==> src/rtl/cpu_pkg.sv <==
// Shared constants for the CPU front end: datapath widths, opcodes that
// the fetch stage cares about, interrupt vector addresses and the fetch
// state encodings.
package cpu_pkg;

   localparam int ADDR_W = 16;
   localparam int DATA_W = 8;

   localparam logic [DATA_W-1:0] OP_HALT = 8'h98;
   localparam logic [DATA_W-1:0] OP_RETI = 8'h32;
   localparam logic [DATA_W-1:0] OP_JNZ  = 8'h70;

   localparam logic [ADDR_W-1:0] VEC_RESET = 16'h0000;
   localparam logic [ADDR_W-1:0] VEC_TF0   = 16'h000B;

   typedef enum logic [1:0] {
      FETCH_RUN  = 2'b00,
      FETCH_HALT = 2'b01
   } fetch_state_t;

endpackage

==> src/rtl/instr_fetch_unit_fetch_queue.sv <==
// fetch_queue: byte-wide prefetch FIFO. Accepts one byte per push and
// releases two bytes (one instruction) per pop. Both head bytes are read
// combinationally and forced to zero until a full instruction is held, so
// unwritten storage never reaches the decoder.
//
// Ports:
//   clk        system clock
//   rst_n      synchronous active-low reset (empties the queue)
//   flush      empty the queue at the next edge (wins over push/pop)
//   push       write push_byte at the tail (ignored when full)
//   push_byte  byte to write
//   pop        drop the two head bytes (ignored with fewer than two)
//   count      bytes currently held
//   head_byte  byte at the head
//   next_byte  byte after the head
module fetch_queue
   import cpu_pkg::*;
#(
   parameter int QDEPTH = 4,
   parameter int CNT_W  = $clog2(QDEPTH + 1)
) (
   input  logic              clk,
   input  logic              rst_n,
   input  logic              flush,
   input  logic              push,
   input  logic [DATA_W-1:0] push_byte,
   input  logic              pop,
   output logic [CNT_W-1:0]  count,
   output logic [DATA_W-1:0] head_byte,
   output logic [DATA_W-1:0] next_byte
);

   localparam int PTR_W = $clog2(QDEPTH);

   logic [DATA_W-1:0] mem_q [QDEPTH];
   logic [PTR_W-1:0]  rd_ptr_q;
   logic [PTR_W-1:0]  wr_ptr_q;
   logic [PTR_W-1:0]  rd_ptr_p1;
   logic [CNT_W-1:0]  count_q;
   logic              do_push;
   logic              do_pop;
   logic              has_instr;

   // QDEPTH need not be a power of two, so pointers wrap explicitly.
   function automatic logic [PTR_W-1:0] ptr_add(input logic [PTR_W-1:0] p,
                                                 input int n);
      int s;
      s = int'(p) + n;
      if (s >= QDEPTH) s = s - QDEPTH;
      return PTR_W'(s);
   endfunction

   assign has_instr = (count_q >= CNT_W'(2));
   assign do_push   = push && (count_q < CNT_W'(QDEPTH));
   assign do_pop    = pop && has_instr;
   assign rd_ptr_p1 = ptr_add(rd_ptr_q, 1);

   always_ff @(posedge clk) begin
      if (!rst_n || flush) begin
         rd_ptr_q <= '0;
         wr_ptr_q <= '0;
         count_q  <= '0;
      end else begin
         if (do_push) wr_ptr_q <= ptr_add(wr_ptr_q, 1);
         if (do_pop)  rd_ptr_q <= ptr_add(rd_ptr_q, 2);
         count_q <= count_q + CNT_W'(do_push) - (do_pop ? CNT_W'(2) : CNT_W'(0));
      end
   end

   // Storage carries no reset; contents are only visible through has_instr.
   always_ff @(posedge clk) begin
      if (do_push) mem_q[wr_ptr_q] <= push_byte;
   end

   assign count     = count_q;
   assign head_byte = has_instr ? mem_q[rd_ptr_q]  : '0;
   assign next_byte = has_instr ? mem_q[rd_ptr_p1] : '0;

endmodule

==> src/rtl/instr_fetch_unit.sv <==
// instr_fetch_unit: program-memory fetch stage. Streams bytes from the
// combinational ROM into a prefetch queue and hands complete two-byte
// instructions (opcode + operand) to the decoder over valid/ready.
// Redirects reload both the fetch and head addresses and flush the queue;
// accepting the HALT opcode stops fetching until the next redirect.
//
// Ports:
//   clk             system clock
//   rst_n           synchronous active-low reset
//   rom_en          ROM read enable (a byte is captured whenever high)
//   rom_addr        ROM byte address (fetch PC)
//   rom_byte        ROM data, combinational from rom_addr
//   redirect_valid  load redirect_addr as the new fetch address
//   redirect_addr   new fetch address
//   instr_valid     a complete instruction sits at the queue head
//   instr_ready     decoder accepts the instruction
//   instr_opcode    head byte
//   instr_operand   byte after the head
//   instr_pc        address of instr_opcode
//   halted          fetch stopped by the HALT opcode
//
// state      | meaning
// -----------+-------------------------------------------------------
// FETCH_RUN  | fetching whenever the queue has room
// FETCH_HALT | HALT accepted; no fetch until redirect_valid
module instr_fetch_unit
   import cpu_pkg::*;
#(
   parameter logic [ADDR_W-1:0] RESET_PC = 16'h003B,
   parameter int                QDEPTH   = 4,
   parameter logic [DATA_W-1:0] HALT_OP  = OP_HALT
) (
   input  logic              clk,
   input  logic              rst_n,
   output logic              rom_en,
   output logic [ADDR_W-1:0] rom_addr,
   input  logic [DATA_W-1:0] rom_byte,
   input  logic              redirect_valid,
   input  logic [ADDR_W-1:0] redirect_addr,
   output logic              instr_valid,
   input  logic              instr_ready,
   output logic [DATA_W-1:0] instr_opcode,
   output logic [DATA_W-1:0] instr_operand,
   output logic [ADDR_W-1:0] instr_pc,
   output logic              halted
);

   localparam int CNT_W = $clog2(QDEPTH + 1);

   fetch_state_t      state_q;
   fetch_state_t      state_nxt;
   logic [ADDR_W-1:0] fetch_pc_q;
   logic [ADDR_W-1:0] head_pc_q;
   logic [CNT_W-1:0]  q_count;
   logic              push;
   logic              pop;
   logic              halt_pop;
   logic              flush;

   fetch_queue #(
      .QDEPTH (QDEPTH),
      .CNT_W  (CNT_W)
   ) u_queue (
      .clk       (clk),
      .rst_n     (rst_n),
      .flush     (flush),
      .push      (push),
      .push_byte (rom_byte),
      .pop       (pop),
      .count     (q_count),
      .head_byte (instr_opcode),
      .next_byte (instr_operand)
   );

   assign halted = (state_q == FETCH_HALT);

   // Room is judged on the current count only; a same-cycle pop does not
   // make space for this cycle's fetch.
   assign rom_en = rst_n && !halted && !redirect_valid &&
                   (q_count < CNT_W'(QDEPTH));
   assign push   = rom_en;

   assign instr_valid = (q_count >= CNT_W'(2));
   assign pop         = instr_valid && instr_ready;
   assign halt_pop    = pop && (instr_opcode == HALT_OP);

   // A pop coinciding with a redirect is seen by the decoder, but the flush
   // discards its effect on the queue.
   assign flush = redirect_valid || halt_pop;

   assign rom_addr = fetch_pc_q;
   assign instr_pc = head_pc_q;

   always_ff @(posedge clk) begin
      if (!rst_n) begin
         state_q <= FETCH_RUN;
      end else begin
         state_q <= state_nxt;
      end
   end

   always_comb begin
      state_nxt = state_q;
      case (state_q)
         FETCH_RUN:  if (!redirect_valid && halt_pop) state_nxt = FETCH_HALT;
         FETCH_HALT: if (redirect_valid)              state_nxt = FETCH_RUN;
         default:                                     state_nxt = FETCH_RUN;
      endcase
   end

   always_ff @(posedge clk) begin
      if (!rst_n) begin
         fetch_pc_q <= RESET_PC;
         head_pc_q  <= RESET_PC;
      end else if (redirect_valid) begin
         fetch_pc_q <= redirect_addr;
         head_pc_q  <= redirect_addr;
      end else begin
         if (push) fetch_pc_q <= fetch_pc_q + ADDR_W'(1);
         if (pop)  head_pc_q  <= head_pc_q + ADDR_W'(2);
      end
   end

endmodule

==> config.mk <==
export PLATFORM = sky130hd
export DESIGN_NAME = instr_fetch_unit
export DESIGN_NICKNAME = d
export VERILOG_FILES = /design/src/rtl/cpu_pkg.sv /design/src/rtl/instr_fetch_unit_fetch_queue.sv /design/src/rtl/instr_fetch_unit.sv
export SDC_FILE = /design/constraint.sdc
export NUM_CORES = 1
export LEC_CHECK = 0
export BUFFER_PORTS_ARGS = -buffer_cell sky130_fd_sc_hd__buf_2
export CELL_PAD_IN_SITES_DETAIL_PLACEMENT = 0
export CELL_PAD_IN_SITES_GLOBAL_PLACEMENT = 1
export CORE_ASPECT_RATIO = 1.4
export CORE_MARGIN = 10
export CORE_UTILIZATION = 36
export DETAILED_ROUTE_END_ITERATION = 8
export PLACE_DENSITY_LB_ADDON = 0.2
export SYNTH_ARGS = -nofsm -noshare
export SYNTH_HDL_FRONTEND = slang
export SYNTH_SLANG_ARGS = --single-unit
==> constraint.sdc <==
create_clock -name clk -period 1.8 [get_ports clk]
set_input_delay 0.09 -clock clk [delete_from_list [all_inputs] [get_ports clk]]
set_output_delay 0.09 -clock clk [all_outputs]
set_load 0.02 [all_outputs]
After elaboration in Yosys (flattened, before gate mapping)
Memories as Yosys holds them, arrays and structs flattened. A register that Yosys moved wholly into a read port is not among the register bits.
Cells that the tools add are included.
{"block": "word_totals", "wordCells": 60, "mem_count": 1, "reg_bits": 41, "out_inout_bits": 51, "input_bits": 28, "ram_bits": 32}
{"block": "classes", "n_eq_ne": 4, "reduce_logical": 17, "n_lt_le_gt_ge": 5, "add_sub_neg": 10, "muxes": 17}
{"name": "u_queue.mem_q", "words": 4, "word_bits": 8, "rd": 2, "rd_clocked_by_memory_dff": 1, "write_ports": 1, "line_no": "instr_fetch_unit_fetch_queue.sv:35", "rtl": "logic [DATA_W-1:0] mem_q [QDEPTH];"}
{"op": "two-way mux 16 bit", "n": 4}
{"op": "adder 16 x 1 -> 16 bit (second input constant)", "n": 1}
{"op": "adder 16 x 2 -> 16 bit (second input constant)", "n": 1}
{"op": "two-way mux 2 bit", "n": 8}
{"op": "two-way mux 8 bit", "n": 2}
{"op": ">= comparator 3 bit (second input constant)", "n": 3}
{"op": "equality test 8 bit (second input constant)", "n": 1}
{"op": "logical AND 1 bit", "n": 8}
{"op": "adder 2 x 1 -> 3 bit (second input constant)", "n": 2}
{"op": "subtractor 2 x 1 -> 2 bit (second input constant)", "n": 3}
{"op": "inequality test 2 bit (second input constant)", "n": 2}
{"op": "case mux 2 bit (2 select lines)", "n": 1}
{"op": "nonzero test 2 bit", "n": 2}
{"op": "adder 2 x 2 -> 3 bit (second input constant)", "n": 1}
{"op": "adder 3 x 1 -> 3 bit", "n": 1}
{"op": ">= comparator 3 x 2 -> 1 bit (second input constant)", "n": 1}
{"op": "zero test 1 bit", "n": 3}
{"op": "less-than comparator 3 bit (second input constant)", "n": 1}
{"op": "subtractor 3 bit", "n": 1}
{"op": "equality test 2 x 1 -> 1 bit (second input constant)", "n": 1}
{"op": "zero test 2 bit", "n": 1}
{"op": "logical OR 1 bit", "n": 2}
{"op": "two-way mux 1 bit", "n": 2}
{"op": "AND reduction 2 bit", "n": 1}

Longest topological paths before layout
Gate-level depths: netlist (run 1).
{"block": "depth", "word_depth": 8, "mapped_depth": 10, "mapped_depth_nobuf": 8}

Cells and area by module
A second synthesis (run 1) with hierarchy kept.
{"block": "hier_totals", "hier_cells": 315, "hier_area_um2": 3318.2}
{"mod": "instr_fetch_unit", "n_inst": 1, "area_per_inst_um2": 1747.9, "cells_each": 207, "seq_area_each_um2": 660.6}
{"mod": "fetch_queue", "n_inst": 1, "area_per_inst_um2": 1570.3, "cells_each": 108, "seq_area_each_um2": 1101.1}

Worst setup path before layout (run 1)
OpenSTA, ideal clock, no wires.
{"block": "synth_path", "kind": "register to register", "from": "register state_q[0]", "to": "register u_queue.count_q[2], in the netlist u_queue.count[2]", "stages_incl_launch_ff": 10, "arrival_time_ns": 1.883, "setup_time_ns": 0.131, "n_path_buf": 1, "required_time_ns": 1.669, "path_slack_ns": -0.214, "path_cell_list": "dfxtp_1 -> or2_1 -> buf_6 -> nor2_1 -> ha_1 -> inv_1 -> ha_1 -> xor2_1 -> xnor2_1 -> nor3_1"}
{"block": "synth_between", "elab_chain_cells": 8}
{"item": "start, declared", "line_no": "instr_fetch_unit.sv:50", "rtl": "fetch_state_t state_q;"}
{"item": "start signal, assigned", "line_no": "instr_fetch_unit.sv:98", "rtl": "state_q <= state_nxt;"}
{"item": "equality test 2 x 1 -> 1 bit", "line_no": "instr_fetch_unit.sv:75", "rtl": "assign halted = (state_q == FETCH_HALT);"}
{"item": "zero test 1 bit", "line_no": "instr_fetch_unit.sv:79", "rtl": "assign rom_en = rst_n && !halted && !redirect_valid &&"}
{"item": "logical AND 1 bit (3 in series)", "line_no": "instr_fetch_unit.sv:79"}
{"item": "net rom_en", "line_no": "instr_fetch_unit.sv:35", "rtl": "output logic rom_en,"}
{"item": "logical AND 1 bit", "line_no": "instr_fetch_unit_fetch_queue.sv:54", "rtl": "assign do_push = push && (count_q < CNT_W'(QDEPTH));"}
{"item": "adder 3 x 1 -> 3 bit", "line_no": "instr_fetch_unit_fetch_queue.sv:66", "rtl": "count_q <= count_q + CNT_W'(do_push) - (do_pop ? CNT_W'(2) : CNT_W'(0));"}
{"item": "subtractor 3 bit", "line_no": "instr_fetch_unit_fetch_queue.sv:66"}
{"item": "end signal, assigned", "line_no": "instr_fetch_unit_fetch_queue.sv:66"}
{"item": "end, declared", "line_no": "instr_fetch_unit_fetch_queue.sv:39", "rtl": "logic [CNT_W-1:0] count_q;"}
The timed path passes the listed nets, and every way through them passes these cells.
A chain may end at the register's enable or synchronous reset.

Worst setup path in the final report (run 1)
{"block": "layout_path", "from": "register u_queue.count_q[2], in the netlist u_queue.count[2]", "to": "register fetch_pc_q[15], in the netlist rom_addr[15]"}
{"block": "layout_between", "elab_chain_cells": 3}
{"item": "less-than comparator 3 bit", "line_no": "instr_fetch_unit.sv:80", "rtl": "(q_count < CNT_W'(QDEPTH));"}
{"item": "logical AND 1 bit", "line_no": "instr_fetch_unit.sv:79"}
{"item": "nonzero test 2 bit (no line)"}
{"item": "end signal, assigned", "line_no": "instr_fetch_unit.sv:116", "rtl": "fetch_pc_q <= redirect_addr;"}
{"item": "end signal, assigned", "line_no": "instr_fetch_unit.sv:119", "rtl": "if (push) fetch_pc_q <= fetch_pc_q + ADDR_W'(1);"}
{"item": "end, declared", "line_no": "instr_fetch_unit.sv:52", "rtl": "logic [ADDR_W-1:0] fetch_pc_q;"}
No other way between the ends.

==> results of run 1 <==
## registers in the layout (all words and copies together), names as in the netlist, named ones only
name,flops
instr_pc,16
u_queue.rd_ptr_q,1
rom_addr,16
u_queue.wr_ptr_q,2
state_q,1
u_queue.mem_q,32
u_queue.count,3
## worst max-delay path: cells and delay by family, from the launching register on
kind	cells	cell delay [ps]
buf+inv	1	200
flops	1	400
mux	1	230
simple gates	3	750
## layout make-up
cell class	instances	area, um2
Clock buffer	10	239
Fill cell	899	4700
Tap cell	107	134
Inverter	10	37.5
Timing Repair Buffer	106	636
Clock inverter	6	82.6
Multi-Input combinational cell	225	1490
Sequential cell	72	1760
## metrics by stage
| stage | cells | utilization | instance area [um2] | setup TNS (ps) | setup slack (ps) |
|---|---|---|---|---|---|
| floorplan | 322 | - | 3370 | 0 | 26.5 |
| global placement | 511 | 0.436 | 3960 | 0 | 32.0 |
| detailed placement | 511 | 0.436 | 3960 | -144 | -28.3 |
| CTS | 536 | 0.481 | 4370 | 0 | 32.0 |
| global route | 536 | 0.482 | 4380 | 0 | 8.51 |
| finish | 536 | 0.482 | 4380 | 0 | 109 |
## logic make-up after synthesis
family                     after synthesis  synth area share
DFF                                     72             0.524
buffers and inverters                   25            0.0372
AOI/OAI and AO/OA                       55            0.0994
and+or+nand+nor                        120             0.191
xor gates and xnor gates                22            0.0574
adders and majority gates                9            0.0335
muxes                                   19            0.0566
## worst max-delay path by stage
stage / start / end / slack [ps]
2_1_floorplan: state_q[0] / u_queue.count[2] / 30
3_3_place_gp: flop / u_queue.wr_ptr_q[1] / 30
3_5_place_dp: flop / u_queue.wr_ptr_q[0] / -30
4_1_cts: flop / u_queue.count[2] / 30
5_1_grt: u_queue.count[2] / u_queue.count[2] / 9
6_report: u_queue.count[2] / rom_addr[15] / 110
## what timing repair did
action	in CTS	in global routing
endpoints found under the hold margin	34	0
hold buffers	9	0
resized for setup	1	2
setup endpoints to repair	8	10
gates cloned	0	0
## cells in the final DEF, fill, tap and decap left out, types with 3 or more instances in the layout
| cell type | n |
|---|---|
| buf_2 | 78 |
| and3_1 | 9 |
| buf_4 | 18 |
| dfxtp_1 | 39 |
| a211oi_1 | 3 |
| edfxtp_1 | 32 |
| nor4_1 | 6 |
| xnor2_1 | 15 |
| xor2_1 | 7 |
| clkbuf_16 | 9 |
| clkinv_2 | 3 |
| nand3_1 | 10 |
| nor3_1 | 16 |
| inv_1 | 10 |
| nand4_1 | 7 |
| nor3b_1 | 3 |
| nand2_1 | 17 |
| o21ai_0 | 20 |
| nor2_1 | 33 |
| mux2i_1 | 19 |
| a21oi_1 | 18 |
| dlygate4sd3_1 | 9 |
| ha_1 | 9 |
## power by group through the flow
stage	registers, mW	logic, mW	clock network (mW)
2_1_floorplan	1.93	0.199	0
3_3_place_gp	1.88	0.443	0
3_5_place_dp	1.88	0.447	0
4_1_cts	1.84	0.465	1.95
5_1_grt	1.85	0.505	2.03
6_report	1.84	0.459	1.91
## layer usage
layer,GRT usage,vias up,wire [um]
met5,0,-,0
met4,0.0590,0,168
met3,0.0494,15,732
met2,0.227,76,4490
met1,0.154,1260,3800
li1,-,1377,-
==> impl_results.md, run 1 <==
- Period utilization: 0.939
- Pwr/cell area: 963 mW/mm2
- HPWL Detailed: 7150 um
- Cell row count: 41
- Skew final: 5.26 ps
- Antenna Cells: 0
- Internal cell power: 3.20 mW
- Worst hold endpoint: instr_pc[11]
- H-tree levels: 3
- WP data arrival: 1910 ps
- Flops & latches, synth: 72
- Synth Flop Type: dfxtp_1
- Sequential power share: 0.437
- Core ar.: 0.00908 mm2
- TritonCTS Buffers: 9
- Postcts setup bufs: 0
- Cells along the critical path: or2_1 > buf_4 > nor4_4 > mux2i_1 > nand3_1
- Final Hold Fails: 0
- CTS sink cnt: 72
- Drt drc: 0
- Hold slack: 16.6 ps
- Fin crit period: 1690 ps
- Max Freq: 591 MHz
- Synth cell types: 45
- Area Overhead vs Synth: 30.3%
- Max-cap check violation count: 0
- Port bufs: 78
- Max IR drop VDD: 0.475 mV
- Post-synth EDFFs: 32
- Placer congestion estimate: 0.811
- Total Nets Final: 461
- Initial antenna violation count: 0
- Pre-Repair DR Iteration Count: 4
- Top-count cell post-synth: dfxtp_1
- Worst-Margin Slew: 698 ps
- Die ar.: 0.0137 mm2
- Critical Path RT: 2020 ps
- Initial drt markers: 102
- Fin. max-slew vios: 0
- Crit path kind: flop to flop
- Critical path startpoint category: flop
- Largest net degree at the start of global routing: 27
- Worst stage delay on the critical path: 400 ps
- Synth top area share: 0.286
- Clk root buf: clkbuf_16
- Starting Density: 0.370
- Avg Synthesized Cell Area: 10.4 um2
- Antenna Nets Post-Route: 0
- Crit end category: flop
- Drt via density: 5.09
- All-Layer GR Usage: 0.137
- Worst-path maximum fanout: 9
- Die width: 102 um
- CTS tree: yes
- Register area share after synthesis: 0.524
- Vias in the first global route: 2803
- Clock buffer depth: 2
- WHS Path Cells: 3
- Synth warn: 0
- Combinational share of power: 0.109
- Final setup fails: 0
- Mapped Area: 0.00336 mm2
- Die Height: 134 um
- Clock power share: 0.454
- Area leader, netlist: edfxtp_1
- RSZ-0062 raised after global routing: no
- Mapped Cells: 322
- Share of cells above drive strength 1: 0.287
- WL/cell: 17.2 um
- FF-to-FF Start: u_queue.count[2]
- Max-slew headroom: 0.533
- Via count: 2728
- Switching Power: 1.01 mW
- Wirelength, routed: 9200 um
- Tot Pwr: 4.22 mW
- Total global routing overflow: 0
- Clk_lat worst skew: 330 ps
- Top cells by area, synth: edfxtp_1, dfxtp_1, mux2i_1, xnor2_1, nor2_1
- Synth top cells by count: dfxtp_1, nor2_1, edfxtp_1, o21ai_0, mux2i_1
- Share of async-settable or async-resettable flops after synthesis: 0
- CP max stage cell: dfxtp_1
- Worst min-delay path startpoint: redirect_addr[11]
- I/O Pins: 79
- Worst-path clk slew: 60 ps
- Status: complete, no violations
- R2r setup slk: 110 ps
- Sw Share: 0.240
- HP Class: input pin to flop
- Leak: 1.78 nW
- Global-route wire length before repair: 14500 um
- R2R Path End: rom_addr[15]
- R2R cell count: 5
- Syn nets: 359
Note: power is estimated with default switching activity, not from simulation.
==> run 2: changes to the inputs <==
--- a/config.mk
+++ b/config.mk
@@ -12,6 +12,7 @@
 export CORE_MARGIN = 10
 export CORE_UTILIZATION = 36
 export DETAILED_ROUTE_END_ITERATION = 8
+export GPL_TIMING_DRIVEN = 0
 export PLACE_DENSITY_LB_ADDON = 0.2
 export SYNTH_ARGS = -nofsm -noshare
 export SYNTH_HDL_FRONTEND = slang
==> run 2 against run 1 <==
Clock-buffer cell count is 3 higher; utilization is 0.62 points lower; critical path depth is 5 higher; register-to-register slack worse by 50 ps; clock power is 6% lower.
==> impl_results.md, run 2 (synthesized netlist as in run 1, its figures left out) <==
- Status: complete, no violations
- RSZ-0062 raised after global routing: yes
- Critical path startpoint category: flop
- Commonest cells after routing, fill and taps aside: buf_2, dfxtp_1, nor2_1, edfxtp_1, o21ai_0
- All-Layer GR Usage: 0.139 (+0.00160)
- Post-layout util: 0.476 (-0.00620)
- Port bufs: 78 (unchanged)
- Global-route wire length before repair: 14800 um (+2.0%)
- Worst-path maximum fanout: 7 (-2)
- Post-route insts no fill: 534 (-0.37%)
- HPWL Detailed: 7130 um (-0.31%)
- Fin. max-slew vios: 0 (unchanged)
- CTS sink cnt: 72 (unchanged)
- Top reg by flops: u_queue.mem_q
- Fin crit period: 1750 ps (+54.4 ps)
- Max FFs per register: 32 (unchanged)
- Clk root buf: clkbuf_16
- HP Class: input pin to flop
- Antenna Cells: 0 (unchanged)
- Skew final: 6.12 ps (+0.865 ps)
- Total global routing overflow: 0 (unchanged)
- Critical Path RT: 1990 ps (-30 ps)
- Placer congestion estimate: 0.841 (+3.8%)
- R2r setup slk: 50 ps (-50 ps)
- Clk_lat worst skew: 330 ps (about the same)
- Wirelength, routed: 9200 um (about the same)
- Max IR drop VDD: 0.460 mV (-3.0%)
- Max-slew headroom: 0.519 (-0.0133)
- Clock buffer depth: 2 (unchanged)
- WP data arrival: 1940 ps (+30 ps)
- Final Hold Fails: 0 (unchanged)
- Die ar.: 0.0137 mm2 (unchanged)
- Drt drc: 0 (unchanged)
- Worst hold endpoint: u_queue.mem_q[1][3]
- Final setup fails: 0 (unchanged)
- Die Height: 134 um (unchanged)
- CTS tree: yes
- H-tree levels: 3 (unchanged)
- Antenna Nets Post-Route: 0 (unchanged)
- # fillers: 885 (-1.6%)
- Worst-path clk slew: 50 ps (about the same)
- FF-to-FF Start: u_queue.count[2]
- Starting Density: 0.370 (unchanged)
- Initial antenna violation count: 0 (unchanged)
- Drt via density: 5.09 (about the same)
- Max Freq: 573 MHz (-3.1%)
- Worst-Margin Slew: 718 ps (+19.8 ps)
- Pre-Repair DR Iteration Count: 4 (unchanged)
- Crit end category: flop
- Max-cap check violation count: 0 (unchanged)
- Placed insts: 507 (-0.78%)
- Share of cells above drive strength 1: 0.265 (-0.0221)
- Commonest non-fill, non-tap cell in the layout: buf_2
- WHS Path Cells: 1 (-2)
- Core ar.: 0.00908 mm2 (unchanged)
- Area Overhead vs Synth: 28.6%
- R2R cell count: 10 (+5)
- Largest net degree at the start of global routing: 12 (-56%)
- Via count: 2716 (-0.44%)
- Total Nets Final: 459 (-0.43%)
- WL/cell: 17.2 um (+0.35%)
- R2R Path End: u_queue.count[2]
- Crit path kind: flop to flop
- Cell row count: 41 (unchanged)
- Leak: 1.74 nW (-2.2%)
- Initial drt markers: 79 (-23%)
- Period utilization: 0.970 (+0.0302)
- I/O Pins: 79 (unchanged)
- Vias in the first global route: 2855 (+1.9%)
- Worst min-delay path startpoint: rom_byte[3]
- Pwr/cell area: 944 mW/mm2 (-1.9%)
- TritonCTS Buffers: 9 (unchanged)
- Die width: 102 um (unchanged)
==> run 2: cell types whose count changed in the layout (fill, tap and decap cells not counted), moves of 2 or more <==
cell and delta:
buf_4 -13, clkbuf_1 +9, clkbuf_8 +2, buf_6 +4
dlygate4sd3_1 -2, clkinv_2 -2
==> run 2: area by class of cell <==
| class | count | area [um2] | share of cell area |
|---|---|---|---|
| Inverter | 10 | 37.5 | 0.00869 |
| Timing Repair Buffer | 90 | 498 | 0.115 |
| Tap cell | 107 | 134 | 0.0310 |
| Clock buffer | 13 | 270 | 0.0625 |
| Multi-Input combinational cell | 225 | 1490 | 0.346 |
| Sequential cell | 72 | 1760 | 0.408 |
| Clock inverter | 3 | 38.8 | 0.00898 |
| Buffer | 14 | 87.6 | 0.0203 |
==> run 2: critical path, cell delays in order (launching register included) <==
cell	delay [ps]
dfxtp_1	300
buf_6	130
or2_1	220
buf_6	130
nor2_4	100
ha_1	150
inv_1	40
ha_1	170
xor2_1	180
xnor2_1	130
nor3_1	50
==> run 2: worst max path at each step <==
stage | cells after the start | startpoint | slack (ps) | to
floorplan | 9 | state_q[0] | 30 | u_queue.count[2]
global placement | 10 | redirect_valid | -70 | u_queue.count[2]
detailed placement | 10 | redirect_valid | -70 | u_queue.count[2]
CTS | 10 | u_queue.count[2] | 10 | u_queue.count[2]
global route | 10 | u_queue.count[2] | -70 | u_queue.count[2]
finish | 10 | u_queue.count[2] | 50 | u_queue.count[2]
==> run 2: metal layers <==
metal / part of all wire / track usage / up-vias
met2: 0.50 / 0.238 / 78
met4: 0.013 / 0.0566 / 0
met1: 0.42 / 0.154 / 1259
met3: 0.070 / 0.0427 / 9
met5: 0 / 0 / -
li1: - / - / 1370
==> run 2: per-stage QoR <==
step	TNS [ps]	worst slack (ps)	hold WS, ps	power, mW	cell area, um2
5_1_grt	-118	-68.4	15.7	4.24	4320
4_1_cts	0	9.80	2.16	4.12	4290
6_report	0	54.8	6.86	4.08	4320
3_5_place_dp	-1110	-67.0	311	2.30	3890
2_1_floorplan	0	26.5	189	2.13	3370
3_3_place_gp	-884	-66.3	310	2.30	3890
==> run 2: timing repair <==
action / CTS / global route
pin swaps: 1 / 2
gates resized for setup: 2 / 3
hold endpoints to repair: 26 / 0
setup buffers: 2 / 3
setup endpoints to repair: 48 / 19
hold buffers: 7 / 0
==> run 2: where the power goes <==
group / internal [mW] / switching (mW) / total (mW)
clock: 1.18 / 0.619 / 1.80
sequential: 1.78 / 0.0667 / 1.84
combinational: 0.165 / 0.274 / 0.439
total: 3.12 / 0.960 / 4.08
==> run 3: changes to the inputs <==
--- a/config.mk
+++ b/config.mk
@@ -5,8 +5,9 @@
 export SDC_FILE = /design/constraint.sdc
 export NUM_CORES = 1
 export LEC_CHECK = 0
+export ABC_AREA = 1
 export BUFFER_PORTS_ARGS = -buffer_cell sky130_fd_sc_hd__buf_2
-export CELL_PAD_IN_SITES_DETAIL_PLACEMENT = 0
+export CELL_PAD_IN_SITES_DETAIL_PLACEMENT = 1
 export CELL_PAD_IN_SITES_GLOBAL_PLACEMENT = 1
 export CORE_ASPECT_RATIO = 1.4
 export CORE_MARGIN = 10
==> run 3 against run 2 <==
Flip-flop and latch count unchanged; via count up 29%; critical path depth unchanged; clock power down 4%; non-clock buffer count down 11; critical path type unchanged; critical endpoint unchanged; largest cell class unchanged.
==> impl_results.md, run 3 <==
- Top-count cell post-synth: nand2_1
- Antenna Cells: 0 (unchanged)
- WHS Path Cells: 1 (unchanged)
- Drt drc: 0 (unchanged)
- Critical path startpoint category: flop
- Register area share after synthesis: 0.473 (-0.0510)
- Initial drt markers: 112 (+42%)
- Mapped Cells: 471 (+46%)
- Final Cell Area: 0.00461 mm2 (+6.8%)
- Total global routing overflow: 0 (unchanged)
- Clk root buf: clkbuf_16
- Crit end category: flop
- Antenna Nets Post-Route: 0 (unchanged)
- Max IR drop VDD: 0.543 mV (+18%)
- Final setup fails: 0 (unchanged)
- Largest net degree at the start of global routing: 13 (+1)
- Synth warn: 0 (unchanged)
- HPWL Detailed: 9460 um (+33%)
- Setup ws final: 190 ps (+135 ps)
- Pwr/cell area: 883 mW/mm2 (-6.5%)
- Max FFs per register: 32 (unchanged)
- Vias in the first global route: 3830 (+34%)
- Sequential power share: 0.453 (about the same)
- Post-synth EDFFs: 32 (unchanged)
- Crit path kind: flop to flop
- Post-layout util: 0.461 (-0.0148)
- Avg Synthesized Cell Area: 7.90 um2 (-24%)
- Clock buffer depth: 2 (unchanged)
- Internal cell power: 3.01 mW (-3.7%)
- Tot Pwr: 4.08 mW (-0.12%)
- Switching Power: 1.07 mW (+12%)
- Placer congestion estimate: 0.773 (-8.1%)
- Syn nets: 508 (+42%)
- Period utilization: 0.894 (-0.0752)
- Global-route wire length before repair: 19300 um (+30%)
- Starting Density: 0.372 (+0.00186)
- Synth top cells by count: nand2_1, inv_1, nor2_1, dfxtp_1, a21oi_1
- Max Freq: 621 MHz (+8.4%)
- Area leader, netlist: edfxtp_1
- Total Nets Final: 601 (+31%)
- # fillers: 1284 (+45%)
- RSZ-0062 raised after global routing: no
- Max-slew headroom: 0.499 (-0.0204)
- WP data arrival: 1870 ps (-70 ps)
- Max-cap check violation count: 0 (unchanged)
- Clk_lat worst skew: 330 ps (about the same)
- R2R cell count: 10 (unchanged)
- HP Class: input pin to flop
- Final Hold Fails: 0 (unchanged)
- Synth top area share: 0.258 (-0.0278)
- Area Overhead vs Synth: 24.0%
- Top reg by flops: u_queue.mem_q
- Core ar.: 0.0100 mm2 (+10%)
- Synth Flop Type: dfxtp_1
- Post-place setup slack: -22.7 ps (+44.3 ps)
- Post-DP Area: 0.00428 mm2 (+9.9%)
- Via count: 3500 (+29%)
- Initial antenna violation count: 0 (unchanged)
- Commonest cells after routing, fill and taps aside: nand2_1, buf_2, inv_1
- Critical Path RT: 2060 ps (+70 ps)
- Fin crit period: 1610 ps (-135 ps)
- Status: complete, no violations
- Leak: 2.04 nW (+17%)
- Sw Share: 0.263 (+0.0276)
- Setup TNS: 0 ps (unchanged)
- Port bufs: 77 (-1.3%)
- Mapped Area: 0.00372 mm2 (+11%)
- WL/cell: 17.0 um (-1.5%)
- Die ar.: 0.0149 mm2 (+8.9%)
- Drt via density: 4.97 (-2.3%)
- All-Layer GR Usage: 0.162 (+0.0230)
- Skew final: 4.80 ps (-1.32 ps)
- Die width: 106 um (+4.2%)
- Flops & latches, synth: 72 (unchanged)
- H-tree levels: 3 (unchanged)
- Post-route insts no fill: 704 (+32%)
- Die Height: 140 um (+4.5%)
- Share of async-settable or async-resettable flops after synthesis: 0 (unchanged)
- TritonCTS Buffers: 9 (unchanged)
- Fin. max-slew vios: 0 (unchanged)
- I/O Pins: 79 (unchanged)
- Top cells by area, synth: edfxtp_1, dfxtp_1, nand2_1, inv_1, a21oi_1
- Combinational share of power: 0.123 (+0.015)
- Synth cell types: 36 (-20%)
- Placed insts: 683 (+35%)
- CTS tree: yes
- Worst-path clk slew: 60 ps (about the same)
- Clock power share: 0.424 (-0.016)
- Wirelength, routed: 11900 um (+30%)
- Cell row count: 43 (+4.9%)
- Worst-Margin Slew: 749 ps (+31.0 ps)
- Hold slack: 10.7 ps (+3.79 ps)
- Commonest non-fill, non-tap cell in the layout: nand2_1
- Worst-path maximum fanout: 11 (+4)
- Pre-Repair DR Iteration Count: 4 (unchanged)
- Share of cells above drive strength 1: 0.227 (-0.0379)
- CTS sink cnt: 72 (unchanged)
[run 3: cell count changes after synthesis, moves of 5 or more]
cell,change
nor2_1,+14
a21oi_1,+18
nand2_1,+97
inv_1,+51
nor4_1,-7
xnor2_1,-13
nand3_1,+21
nor3_1,-12
and3_1,-9
mux2i_1,-19
o21ai_0,+7
clkbuf_1,-5
[run 3: final timing paths]
check / from / end / slack [ps]
max: u_queue.count[2] / u_queue.count[2] / 190
min: rom_byte[7] / u_queue.mem_q[1][7] / 10
max reg2reg: u_queue.count[2] / u_queue.count[2] / 190
min reg2reg: instr_pc[0] / instr_pc[0] / 490
[run 3: layout make-up]
type | instances | area, um2 | area share
flip-flops and latches | 72 | 1760 | 0.382
multi-input cells | 322 | 1650 | 0.358
repair buffers | 83 | 430 | 0.0933
inverters | 66 | 251 | 0.0545
clock buffers | 12 | 236 | 0.0512
well taps | 135 | 169 | 0.0366
plain buffers | 10 | 66.3 | 0.0144
clock inverters | 4 | 46.3 | 0.0100
[run 3: cell families (layout without fill, tap and decap cells)]
logic type,after synthesis,in the layout,synth area share
flops,72,72,0.473
buf+inv,77,175,0.0841
xor+xnor,5,5,0.0118
simple gates,227,227,0.280
fa+ha+maj,9,9,0.0303
compound gates,81,81,0.120
[run 3: timing repair]
action                                  CTS  global route
pin swaps                                 1             1
endpoints found under the setup margin    1            12
gates resized for setup                   0             6
setup buffers                             1             5
hold buffers                              0             0
[run 3: worst max-delay path, stage by stage (launching register included)]
cell	delay [ps]
dfxtp_2	340
inv_1	110
nand2_1	120
nor2_4	140
buf_8	160
ha_1	150
inv_1	40
ha_1	180
xnor2_1	150
inv_1	50
nor2_1	90
[run 3: power by group through the flow]
stage               sequential (mW)  clock [mW]  combinational, mW
finish                         1.85        1.73              0.503
global route                   1.85        1.82              0.561
CTS                            1.85        1.75              0.506
detailed placement             1.88           0              0.502
global placement               1.88           0              0.485
floorplan                      1.92           0              0.251
[run 3: metal layers]
layer | global-route usage | share of wire | vias up
met5 | 0 | 0 | -
met4 | 0.0701 | 0.025 | 0
met2 | 0.305 | 0.54 | 87
met3 | 0.0358 | 0.048 | 22
li1 | - | - | 1740
met1 | 0.164 | 0.39 | 1651
